<file path="src/rtl/cpu_pkg.sv">
// rtl/cpu_pkg.sv - shared encodings and FSM states for the memory-access stage
package cpu_pkg;

  localparam logic [2:0] DM_RD_NONE = 3'd0;
  localparam logic [2:0] DM_RD_LB   = 3'd1;
  localparam logic [2:0] DM_RD_LBU  = 3'd2;
  localparam logic [2:0] DM_RD_LH   = 3'd3;
  localparam logic [2:0] DM_RD_LHU  = 3'd4;
  localparam logic [2:0] DM_RD_LW   = 3'd5;
  localparam logic [2:0] DM_RD_LWU  = 3'd6;
  localparam logic [2:0] DM_RD_LD   = 3'd7;

  localparam logic [2:0] DM_WR_NONE = 3'd0;
  localparam logic [2:0] DM_WR_SB   = 3'd1;
  localparam logic [2:0] DM_WR_SH   = 3'd2;
  localparam logic [2:0] DM_WR_SW   = 3'd3;
  localparam logic [2:0] DM_WR_SD   = 3'd4;

  localparam logic [1:0] RF_WR_SEL_ALU = 2'd0;
  localparam logic [1:0] RF_WR_SEL_MEM = 2'd1;
  localparam logic [1:0] RF_WR_SEL_PC4 = 2'd2;
  localparam logic [1:0] RF_WR_SEL_IMM = 2'd3;

  typedef enum logic [1:0] {
    MEM_IDLE = 2'd0,
    MEM_REQ  = 2'd1,
    MEM_WAIT = 2'd2
  } mem_state_t;

  // log2 of the access size in bytes; a store encoding takes priority
  function automatic logic [1:0] access_size(input logic [2:0] rd_ctrl,
                                             input logic [2:0] wr_ctrl);
    logic [1:0] sz;
    if (wr_ctrl != DM_WR_NONE) begin
      case (wr_ctrl)
        DM_WR_SB: sz = 2'd0;
        DM_WR_SH: sz = 2'd1;
        DM_WR_SW: sz = 2'd2;
        default:  sz = 2'd3;
      endcase
    end else begin
      case (rd_ctrl)
        DM_RD_LB, DM_RD_LBU: sz = 2'd0;
        DM_RD_LH, DM_RD_LHU: sz = 2'd1;
        DM_RD_LW, DM_RD_LWU: sz = 2'd2;
        default:             sz = 2'd3;
      endcase
    end
    return sz;
  endfunction

endpackage

</file>
<file path="src/rtl/mem_lane_align.sv">
// rtl/mem_lane_align.sv - byte-lane steering, strobes, load extension and access checks
module mem_lane_align
  import cpu_pkg::*;
#(
  parameter int XLEN = 64
) (
  input  logic [2:0]        addr_lo,
  input  logic [2:0]        rd_ctrl,
  input  logic [2:0]        wr_ctrl,
  input  logic [XLEN-1:0]   st_data,
  input  logic [XLEN-1:0]   ld_word,
  output logic [XLEN-1:0]   st_wdata,
  output logic [XLEN/8-1:0] st_wstrb,
  output logic [XLEN-1:0]   ld_data,
  output logic              is_mem,
  output logic              is_store,
  output logic              bad
);

  localparam int STRB_W = XLEN / 8;
  localparam int OFF_W  = (XLEN == 64) ? 3 : 2;

  logic [OFF_W-1:0]  w_off;
  logic [1:0]        w_size;
  logic [7:0]        w_strb8;
  logic [STRB_W-1:0] w_size_strb;
  logic [XLEN-1:0]   w_size_mask;
  logic [XLEN-1:0]   w_shift_ld;
  logic              w_illegal;
  logic              w_misalign;

  assign w_off = addr_lo[OFF_W-1:0];

  always_comb begin
    w_size     = access_size(rd_ctrl, wr_ctrl);
    is_store   = (wr_ctrl != DM_WR_NONE);
    is_mem     = is_store || (rd_ctrl != DM_RD_NONE);
    w_illegal  = (wr_ctrl > DM_WR_SD) || (is_store && (rd_ctrl != DM_RD_NONE));
    // the 32-bit datapath has no doubleword or zero-extended word accesses
    if (XLEN == 32) begin
      w_illegal = w_illegal || (rd_ctrl == DM_RD_LWU) || (rd_ctrl == DM_RD_LD) ||
                  (wr_ctrl == DM_WR_SD);
    end
    case (w_size)
      2'd0:    w_misalign = 1'b0;
      2'd1:    w_misalign = addr_lo[0];
      2'd2:    w_misalign = (addr_lo[1:0] != 2'b00);
      default: w_misalign = (addr_lo != 3'b000);
    endcase
    bad = is_mem && (w_illegal || w_misalign);
  end

  always_comb begin
    case (w_size)
      2'd0:    w_strb8 = 8'h01;
      2'd1:    w_strb8 = 8'h03;
      2'd2:    w_strb8 = 8'h0F;
      default: w_strb8 = 8'hFF;
    endcase
    w_size_strb = w_strb8[STRB_W-1:0];
    w_size_mask = '0;
    for (int i = 0; i < STRB_W; i++) begin
      w_size_mask[8*i +: 8] = {8{w_size_strb[i]}};
    end
    st_wdata = (st_data & w_size_mask) << {w_off, 3'b000};
    st_wstrb = is_store ? (w_size_strb << w_off) : '0;
  end

  always_comb begin
    w_shift_ld = ld_word >> {w_off, 3'b000};
    case (rd_ctrl)
      DM_RD_LB:  ld_data = XLEN'($signed(w_shift_ld[7:0]));
      DM_RD_LBU: ld_data = XLEN'(w_shift_ld[7:0]);
      DM_RD_LH:  ld_data = XLEN'($signed(w_shift_ld[15:0]));
      DM_RD_LHU: ld_data = XLEN'(w_shift_ld[15:0]);
      DM_RD_LW:  ld_data = XLEN'($signed(w_shift_ld[31:0]));
      DM_RD_LWU: ld_data = XLEN'(w_shift_ld[31:0]);
      default:   ld_data = w_shift_ld;
    endcase
  end

endmodule

</file>
<file path="src/rtl/pipeline_mem_stage_hs.sv">
// rtl/pipeline_mem_stage_hs.sv - handshaked memory-access stage between EX and WB
module pipeline_mem_stage_hs
  import cpu_pkg::*;
#(
  parameter int XLEN   = 64,
  parameter int ADDR_W = 64
) (
  input  logic              clk,
  input  logic              reset,
  input  logic              flush,
  input  logic              in_valid,
  output logic              in_ready,
  input  logic [XLEN-1:0]   alu_result_ex,
  input  logic [XLEN-1:0]   reg_data2_ex,
  input  logic [4:0]        rd_ex,
  input  logic [XLEN-1:0]   pc_ex,
  input  logic [2:0]        dm_rd_ctrl_ex,
  input  logic [2:0]        dm_wr_ctrl_ex,
  input  logic              rf_wr_en_ex,
  input  logic [1:0]        rf_wr_sel_ex,
  output logic              dm_req_valid,
  input  logic              dm_req_ready,
  output logic              dm_req_we,
  output logic [ADDR_W-1:0] dm_addr,
  output logic [XLEN-1:0]   dm_wdata,
  output logic [XLEN/8-1:0] dm_wstrb,
  input  logic              dm_rsp_valid,
  input  logic [XLEN-1:0]   dm_rdata,
  output logic              wb_valid,
  output logic [XLEN-1:0]   pc_mem,
  output logic [XLEN-1:0]   alu_result_mem,
  output logic [XLEN-1:0]   mem_data_mem,
  output logic [4:0]        rd_mem,
  output logic              rf_wr_en_mem,
  output logic [1:0]        rf_wr_sel_mem,
  output logic              misalign_mem
);

  localparam int STRB_W = XLEN / 8;

  mem_state_t        r_state, w_state_nxt;
  logic [ADDR_W-1:0] r_addr;
  logic [XLEN-1:0]   r_wdata;
  logic [STRB_W-1:0] r_wstrb;
  logic              r_we;
  logic [2:0]        r_rd_ctrl;
  logic [2:0]        r_off;
  logic              r_kill;
  logic [XLEN-1:0]   r_p_pc, r_p_alu;
  logic [4:0]        r_p_rd;
  logic              r_p_rf_wr_en;
  logic [1:0]        r_p_rf_wr_sel;
  logic              r_wb_valid;
  logic [XLEN-1:0]   r_pc, r_alu, r_mem_data;
  logic [4:0]        r_rd;
  logic              r_rf_wr_en;
  logic [1:0]        r_rf_wr_sel;
  logic              r_misalign;

  logic              w_idle, w_take, w_accept, w_rsp, w_commit;
  logic [2:0]        w_sel_rd, w_sel_wr, w_sel_off;
  logic [XLEN-1:0]   w_wdata, w_ld_data;
  logic [STRB_W-1:0] w_wstrb;
  logic              w_is_mem, w_is_store, w_bad;
  logic [ADDR_W-1:0] w_addr_ex;

  assign w_idle   = (r_state == MEM_IDLE);
  assign w_take   = w_idle && in_valid && !flush;
  assign w_accept = (r_state == MEM_REQ) && dm_req_ready;
  assign w_rsp    = (r_state == MEM_WAIT) && dm_rsp_valid;
  assign w_commit = (w_accept && r_we && !flush) || (w_rsp && !r_kill && !flush);

  // one aligner: fed from EX while idle (decode, store lanes), from captured state afterwards (load)
  assign w_sel_rd  = w_idle ? dm_rd_ctrl_ex : r_rd_ctrl;
  assign w_sel_wr  = w_idle ? dm_wr_ctrl_ex : DM_WR_NONE;
  assign w_sel_off = w_idle ? alu_result_ex[2:0] : r_off;
  assign w_addr_ex = ADDR_W'(alu_result_ex) & ~ADDR_W'(STRB_W - 1);

  mem_lane_align #(.XLEN(XLEN)) u_align (
    .addr_lo  (w_sel_off),
    .rd_ctrl  (w_sel_rd),
    .wr_ctrl  (w_sel_wr),
    .st_data  (reg_data2_ex),
    .ld_word  (dm_rdata),
    .st_wdata (w_wdata),
    .st_wstrb (w_wstrb),
    .ld_data  (w_ld_data),
    .is_mem   (w_is_mem),
    .is_store (w_is_store),
    .bad      (w_bad)
  );

  always_comb begin
    w_state_nxt = r_state;
    case (r_state)
      MEM_IDLE: if (w_take && w_is_mem && !w_bad) w_state_nxt = MEM_REQ;
      MEM_REQ: begin
        if (dm_req_ready)  w_state_nxt = r_we ? MEM_IDLE : MEM_WAIT;
        else if (flush)    w_state_nxt = MEM_IDLE;
      end
      MEM_WAIT: if (dm_rsp_valid) w_state_nxt = MEM_IDLE;
      default:  w_state_nxt = MEM_IDLE;
    endcase
  end

  always_ff @(posedge clk or negedge reset) begin
    if (!reset) begin
      r_state       <= MEM_IDLE;
      r_addr        <= '0;
      r_wdata       <= '0;
      r_wstrb       <= '0;
      r_we          <= 1'b0;
      r_rd_ctrl     <= DM_RD_NONE;
      r_off         <= 3'd0;
      r_kill        <= 1'b0;
      r_p_pc        <= '0;
      r_p_alu       <= '0;
      r_p_rd        <= 5'd0;
      r_p_rf_wr_en  <= 1'b0;
      r_p_rf_wr_sel <= 2'd0;
      r_wb_valid    <= 1'b0;
      r_pc          <= '0;
      r_alu         <= '0;
      r_mem_data    <= '0;
      r_rd          <= 5'd0;
      r_rf_wr_en    <= 1'b0;
      r_rf_wr_sel   <= 2'd0;
      r_misalign    <= 1'b0;
    end else begin
      r_state    <= w_state_nxt;
      r_wb_valid <= 1'b0;
      if (w_take) begin
        if (!w_is_mem || w_bad) begin
          r_wb_valid  <= 1'b1;
          r_pc        <= pc_ex;
          r_alu       <= alu_result_ex;
          r_mem_data  <= '0;
          r_rd        <= rd_ex;
          r_rf_wr_en  <= rf_wr_en_ex && !w_bad;
          r_rf_wr_sel <= rf_wr_sel_ex;
          r_misalign  <= w_bad;
        end else begin
          r_addr        <= w_addr_ex;
          r_wdata       <= w_wdata;
          r_wstrb       <= w_wstrb;
          r_we          <= w_is_store;
          r_rd_ctrl     <= dm_rd_ctrl_ex;
          r_off         <= alu_result_ex[2:0];
          r_kill        <= 1'b0;
          r_p_pc        <= pc_ex;
          r_p_alu       <= alu_result_ex;
          r_p_rd        <= rd_ex;
          r_p_rf_wr_en  <= rf_wr_en_ex;
          r_p_rf_wr_sel <= rf_wr_sel_ex;
        end
      end
      // a flushed load still has to drain its response before the stage frees up
      if (flush && ((w_accept && !r_we) || (r_state == MEM_WAIT))) r_kill <= 1'b1;
      if (w_commit) begin
        r_wb_valid  <= 1'b1;
        r_pc        <= r_p_pc;
        r_alu       <= r_p_alu;
        r_mem_data  <= r_we ? '0 : w_ld_data;
        r_rd        <= r_p_rd;
        r_rf_wr_en  <= r_p_rf_wr_en;
        r_rf_wr_sel <= r_p_rf_wr_sel;
        r_misalign  <= 1'b0;
      end
    end
  end

  assign in_ready       = w_idle;
  assign dm_req_valid   = (r_state == MEM_REQ);
  assign dm_req_we      = r_we;
  assign dm_addr        = r_addr;
  assign dm_wdata       = r_wdata;
  assign dm_wstrb       = r_wstrb;
  assign wb_valid       = r_wb_valid;
  assign pc_mem         = r_pc;
  assign alu_result_mem = r_alu;
  assign mem_data_mem   = r_mem_data;
  assign rd_mem         = r_rd;
  assign rf_wr_en_mem   = r_rf_wr_en;
  assign rf_wr_sel_mem  = r_rf_wr_sel;
  assign misalign_mem   = r_misalign;

endmodule

</file>
<file path="config.mk">
export PLATFORM = sky130hd
export DESIGN_NAME = pipeline_mem_stage_hs
export DESIGN_NICKNAME = d
export VERILOG_FILES = /design/src/rtl/cpu_pkg.sv /design/src/rtl/mem_lane_align.sv /design/src/rtl/pipeline_mem_stage_hs.sv
export SDC_FILE = /design/constraint.sdc
export NUM_CORES = 1
export LEC_CHECK = 0
export ABC_AREA = 1
export BUFFER_PORTS_ARGS = -buffer_cell sky130_fd_sc_hd__buf_2
export CAP_MARGIN = 5
export CORE_MARGIN = 2
export CORE_UTILIZATION = 40
export CTS_CLUSTER_DIAMETER = 80
export CTS_CLUSTER_SIZE = 24
export DETAILED_ROUTE_END_ITERATION = 7
export HOLD_SLACK_MARGIN = 0.08
export PLACE_DENSITY = 0.73
export SLEW_MARGIN = 5
export SYNTH_ARGS = -nofsm -noshare
export SYNTH_HDL_FRONTEND = slang
export SYNTH_HIERARCHICAL = 1
export SYNTH_SLANG_ARGS = --single-unit
</file>
<file path="constraint.sdc">
create_clock -name clk -period 6 [get_ports clk]
set_clock_uncertainty 0.2 [all_clocks]
set_input_delay 0.3 -clock clk [delete_from_list [all_inputs] [get_ports clk]]
set_output_delay 0.3 -clock clk [all_outputs]
set_load 0.02 [all_outputs]
</file>
==> flow_metrics.env <==
export IMPL_run_status="finished clean"
export IMPL_antenna_found_initial=5
export IMPL_synth_cell_area_um2=23000
export IMPL_grt_overflow_total=0
export IMPL_min_delay_worst_endpoint="mem_data_mem[47]$_DFFE_PN0P_"
export IMPL_intPower_uw=5710
export IMPL_synthesis_area_per_instance_um2=7.08
export IMPL_post_route_util=0.512
export IMPL_fill_cells=5542
export IMPL_floorplan_initialDensity=0.407
export IMPL_hold_start="dm_rdata[63]"
export IMPL_rows=87
export IMPL_cts_made_buffers=27
export IMPL_gr_max_usage_layer="met2"
export IMPL_synth_largest_area_cell="dfrtp_1"
export IMPL_synth_enable_flop_cells=0
export IMPL_category_of_the_worst_setup_path_launch_point="flop"
export IMPL_worstSkewPairLatency_ps=570
export IMPL_globalplace_congestion=0.925
export IMPL_fraction_of_power_spent_switching_nets=0.408
export IMPL_coreArea_um2=56600
export IMPL_number_of_buffers_added_on_ports=613
export IMPL_cts_root_buffer="clkbuf_16"
export IMPL_startpoint_of_the_worst_slack_reg_to_reg_timing_path="r_state[0]$_DFFE_PN0P_"
export IMPL_r2r_end="dm_req_we$_DFFE_PN0P_"
export IMPL_die_width_um=244
export IMPL_crit_share_post_route=0.896
export IMPL_synth_cells=3248
export IMPL_cts_repair_resized=0
export IMPL_totalWireLength_um=83800
export IMPL_global_route_usage_met2=0.434
export IMPL_via_count=24200
export IMPL_seq_power_share=0.418
export IMPL_synth_top_area_frac=0.453
export IMPL_drt_pass1_iterations=8
export IMPL_seq_area_um2=10400
export IMPL_final_hold_viol_count=0
export IMPL_globalRouteTotalUtil=0.272
export IMPL_detail_route_wl_per_cell_um=18.1
export IMPL_async_reset_ff_frac=1.00
export IMPL_total_leakage_power_uw=0.0161
export IMPL_timing_setup_critical_path_class="flop to flop"
export IMPL_max_freq_mhz=186
export IMPL_maxCapViolCount=0
export IMPL_critical_path_cell_chain="nor2_4 > inv_1 > o21ai_0 > inv_1 > nand2_1 > nand3_1 > nand2_1 > nand2_1 > o211ai_1 > o22ai_1 > nor2_2 > inv_1 > nor2_4 > buf_12 > o21ai_0"
export IMPL_drive_above_1_share=0.190
export IMPL_tritoncts="built"
export IMPL_die_area_um2=59500
export IMPL_pwr_share_comb=0.364
export IMPL_grt_start_max_net_pins=161
export IMPL_synth_top_cells_by_area="dfrtp_1, nand2_1, nand3_1"
export IMPL_top_level_ports=617
export IMPL_via_count_of_the_first_global_routing_pass=22400
export IMPL_clock_pin_transition_on_the_worst_setup_and_hold_timing_paths_ps=90
export IMPL_powerDensity_nw_per_um2=333
export IMPL_cts_max_path_buffers=3
export IMPL_synth_ff_latch_count=417
export IMPL_setup_worst_path_end_class="flop"
export IMPL_drt_initial_drc_count=2314
export IMPL_cp_slowest_stage_delay_ps=690
export IMPL_cts_sink_count=417
export IMPL_crit_path_max_fanout=153
export IMPL_cpMaxStageDelayCell="nor2_4"
export IMPL_finalCriticalPeriod_ps=5370
export IMPL_grt_pass1_wl_um=129000
export IMPL_final_hold_worst_slack_ps=112
export IMPL_dp_hpwl_um=56500
export IMPL_syn2layout_area_growth_pct=25.8
export IMPL_relSlewSlack=0.301
export IMPL_hold_class="input pin to flop"
export IMPL_synth_warning_count=6
export IMPL_worst_r2r_setup_slack_ps=630
export IMPL_cp_required_ps=6220
export IMPL_ir_drop_uv=292
export IMPL_setup_viol=0
export IMPL_reg2reg_depth=15
export IMPL_finalMaxSlewViolations=0
export IMPL_gr_usage_met1=0.367
export IMPL_drc=0
export IMPL_whs_path_depth=7
export IMPL_use_met3=0.0469
export IMPL_detail_route_antenna_nets=0
export IMPL_dieHeight_um=244
export IMPL_p_clk_frac=0.218
export IMPL_multi_input_comb_area_um2=10700
export IMPL_yosys_most_used_dff="dfrtp_1"
export IMPL_avgViaCountPerCell=5.22
export IMPL_synth_yosys_seq_area_share=0.453
export IMPL_rsz_0062_raised_after_global_routing="no"
export IMPL_synth_distinct_cells=39
export IMPL_layout_nets=4136
export IMPL_setup_tns_ps=0
export IMPL_p_switching_uw=3930
export IMPL_design_power_total_uw=9640
export IMPL_worst_slew_pin_transition_ps=1050
export IMPL_worstPathArrival_ps=5590
export IMPL_htreeDepth=1
==> what timing repair did <==
item,4_1_cts,5_1_grt
hold buffers,187,0
endpoints found under the hold margin,418,0
buffers inserted,0,0
==> metrics by stage <==
step	area [um2]	setup WS [ps]	std cells
after floorplan	23000	2520	3250
after global placement	26100	857	4400
after detailed placement	26100	693	4400
after CTS	28900	645	4634
after global routing	28900	136	4637
final	29000	627	4639
==> cell usage after synthesis (all sizes together) (16+ instances only) <==
cell,count
a21oi,22
dfrtp,417
o211ai,16
nor2,89
nand2,1493
inv,168
nand3,431
o21ai,260
o22ai,16
mux2i,16
buf,183
clkbuf,60
nand3b,47
==> layout make-up <==
cell class                 instances  share of cell area
multi-input combinational       2421               0.370
tap                              756              0.0327
clock inverter                    17             0.00825
clock buffer                      30              0.0248
inverter                         169              0.0221
timing repair buffer             824               0.182
antenna                            5            0.000432
sequential                       417               0.360
==> kinds of logic after synthesis <==
logic type,Yosys count,synth area share
mux,16,0.00696
other cells,1,0.000163
compound gates,327,0.0774
simple gates,2075,0.378
buf+inv,412,0.0844
flops,417,0.453
==> worst max path at each step <==
stage                                start                           end  cells past startpoint
floorplan           r_state[0]$_DFFE_PN0P_       dm_wdata[0]$_DFFE_PN0P_                     20
global placement    r_state[0]$_DFFE_PN0P_   mem_data_mem[4]$_DFFE_PN0P_                     17
detailed placement  r_state[0]$_DFFE_PN0P_   mem_data_mem[0]$_DFFE_PN0P_                     17
CTS                 r_state[0]$_DFFE_PN0P_  mem_data_mem[55]$_DFFE_PN0P_                     17
global route        r_state[0]$_DFFE_PN0P_  mem_data_mem[39]$_DFFE_PN0P_                     17
finish              r_state[0]$_DFFE_PN0P_         dm_req_we$_DFFE_PN0P_                     15
==> sequential cells by signal, indices dropped and copies added (netlist names), 2 cells and up <==
register,flops
alu_result_mem,64
r_p_rd,5
mem_data_mem,64
r_rd_ctrl,3
dm_wstrb,8
r_p_rf_wr_sel,2
r_p_pc,64
pc_mem,64
dm_wdata,64
r_state,2
rd_mem,5
r_off,2
rf_wr_sel_mem,2
r_p_alu,62
==> layer usage <==
metal	vias to the layer above	wire, um
met4	4	3460
met5	-	30
met1	11300	34100
met2	1183	38500
li1	11500	-
met3	177	7700
==> worst max-delay path: cells and delay by family (launching register included) <==
family	cells	cell delay, ps
buffers and inverters	4	970
AOI/OAI and AO/OA	4	1400
and+or+nand+nor	7	1960
DFF	1	440
==> placed cells by master (no fill, tap or decap), types with 20 or more instances in the layout <==
cell           netlist  final
a21oi_1             20     20
buf_2              131    612
clkbuf_16            0     27
dfrtp_1            417    417
dlygate4sd3_1        0    186
inv_1              161    157
nand2_1           1483   1481
nand3_1            427    427
nand3b_1            47     47
nor2_1              80     79
o21ai_0            194    191
o21ai_1             59     59
==> power groups by stage <==
stage	logic, uW	clock network (uW)	registers (uW)
after detailed placement	3360	0	4070
after global routing	3840	2250	4110
after floorplan	1410	0	4690
after global placement	3320	0	4050
final	3510	2100	4030
after CTS	3480	2150	4020
No activity file was read; power rests on OpenSTA's default activity.
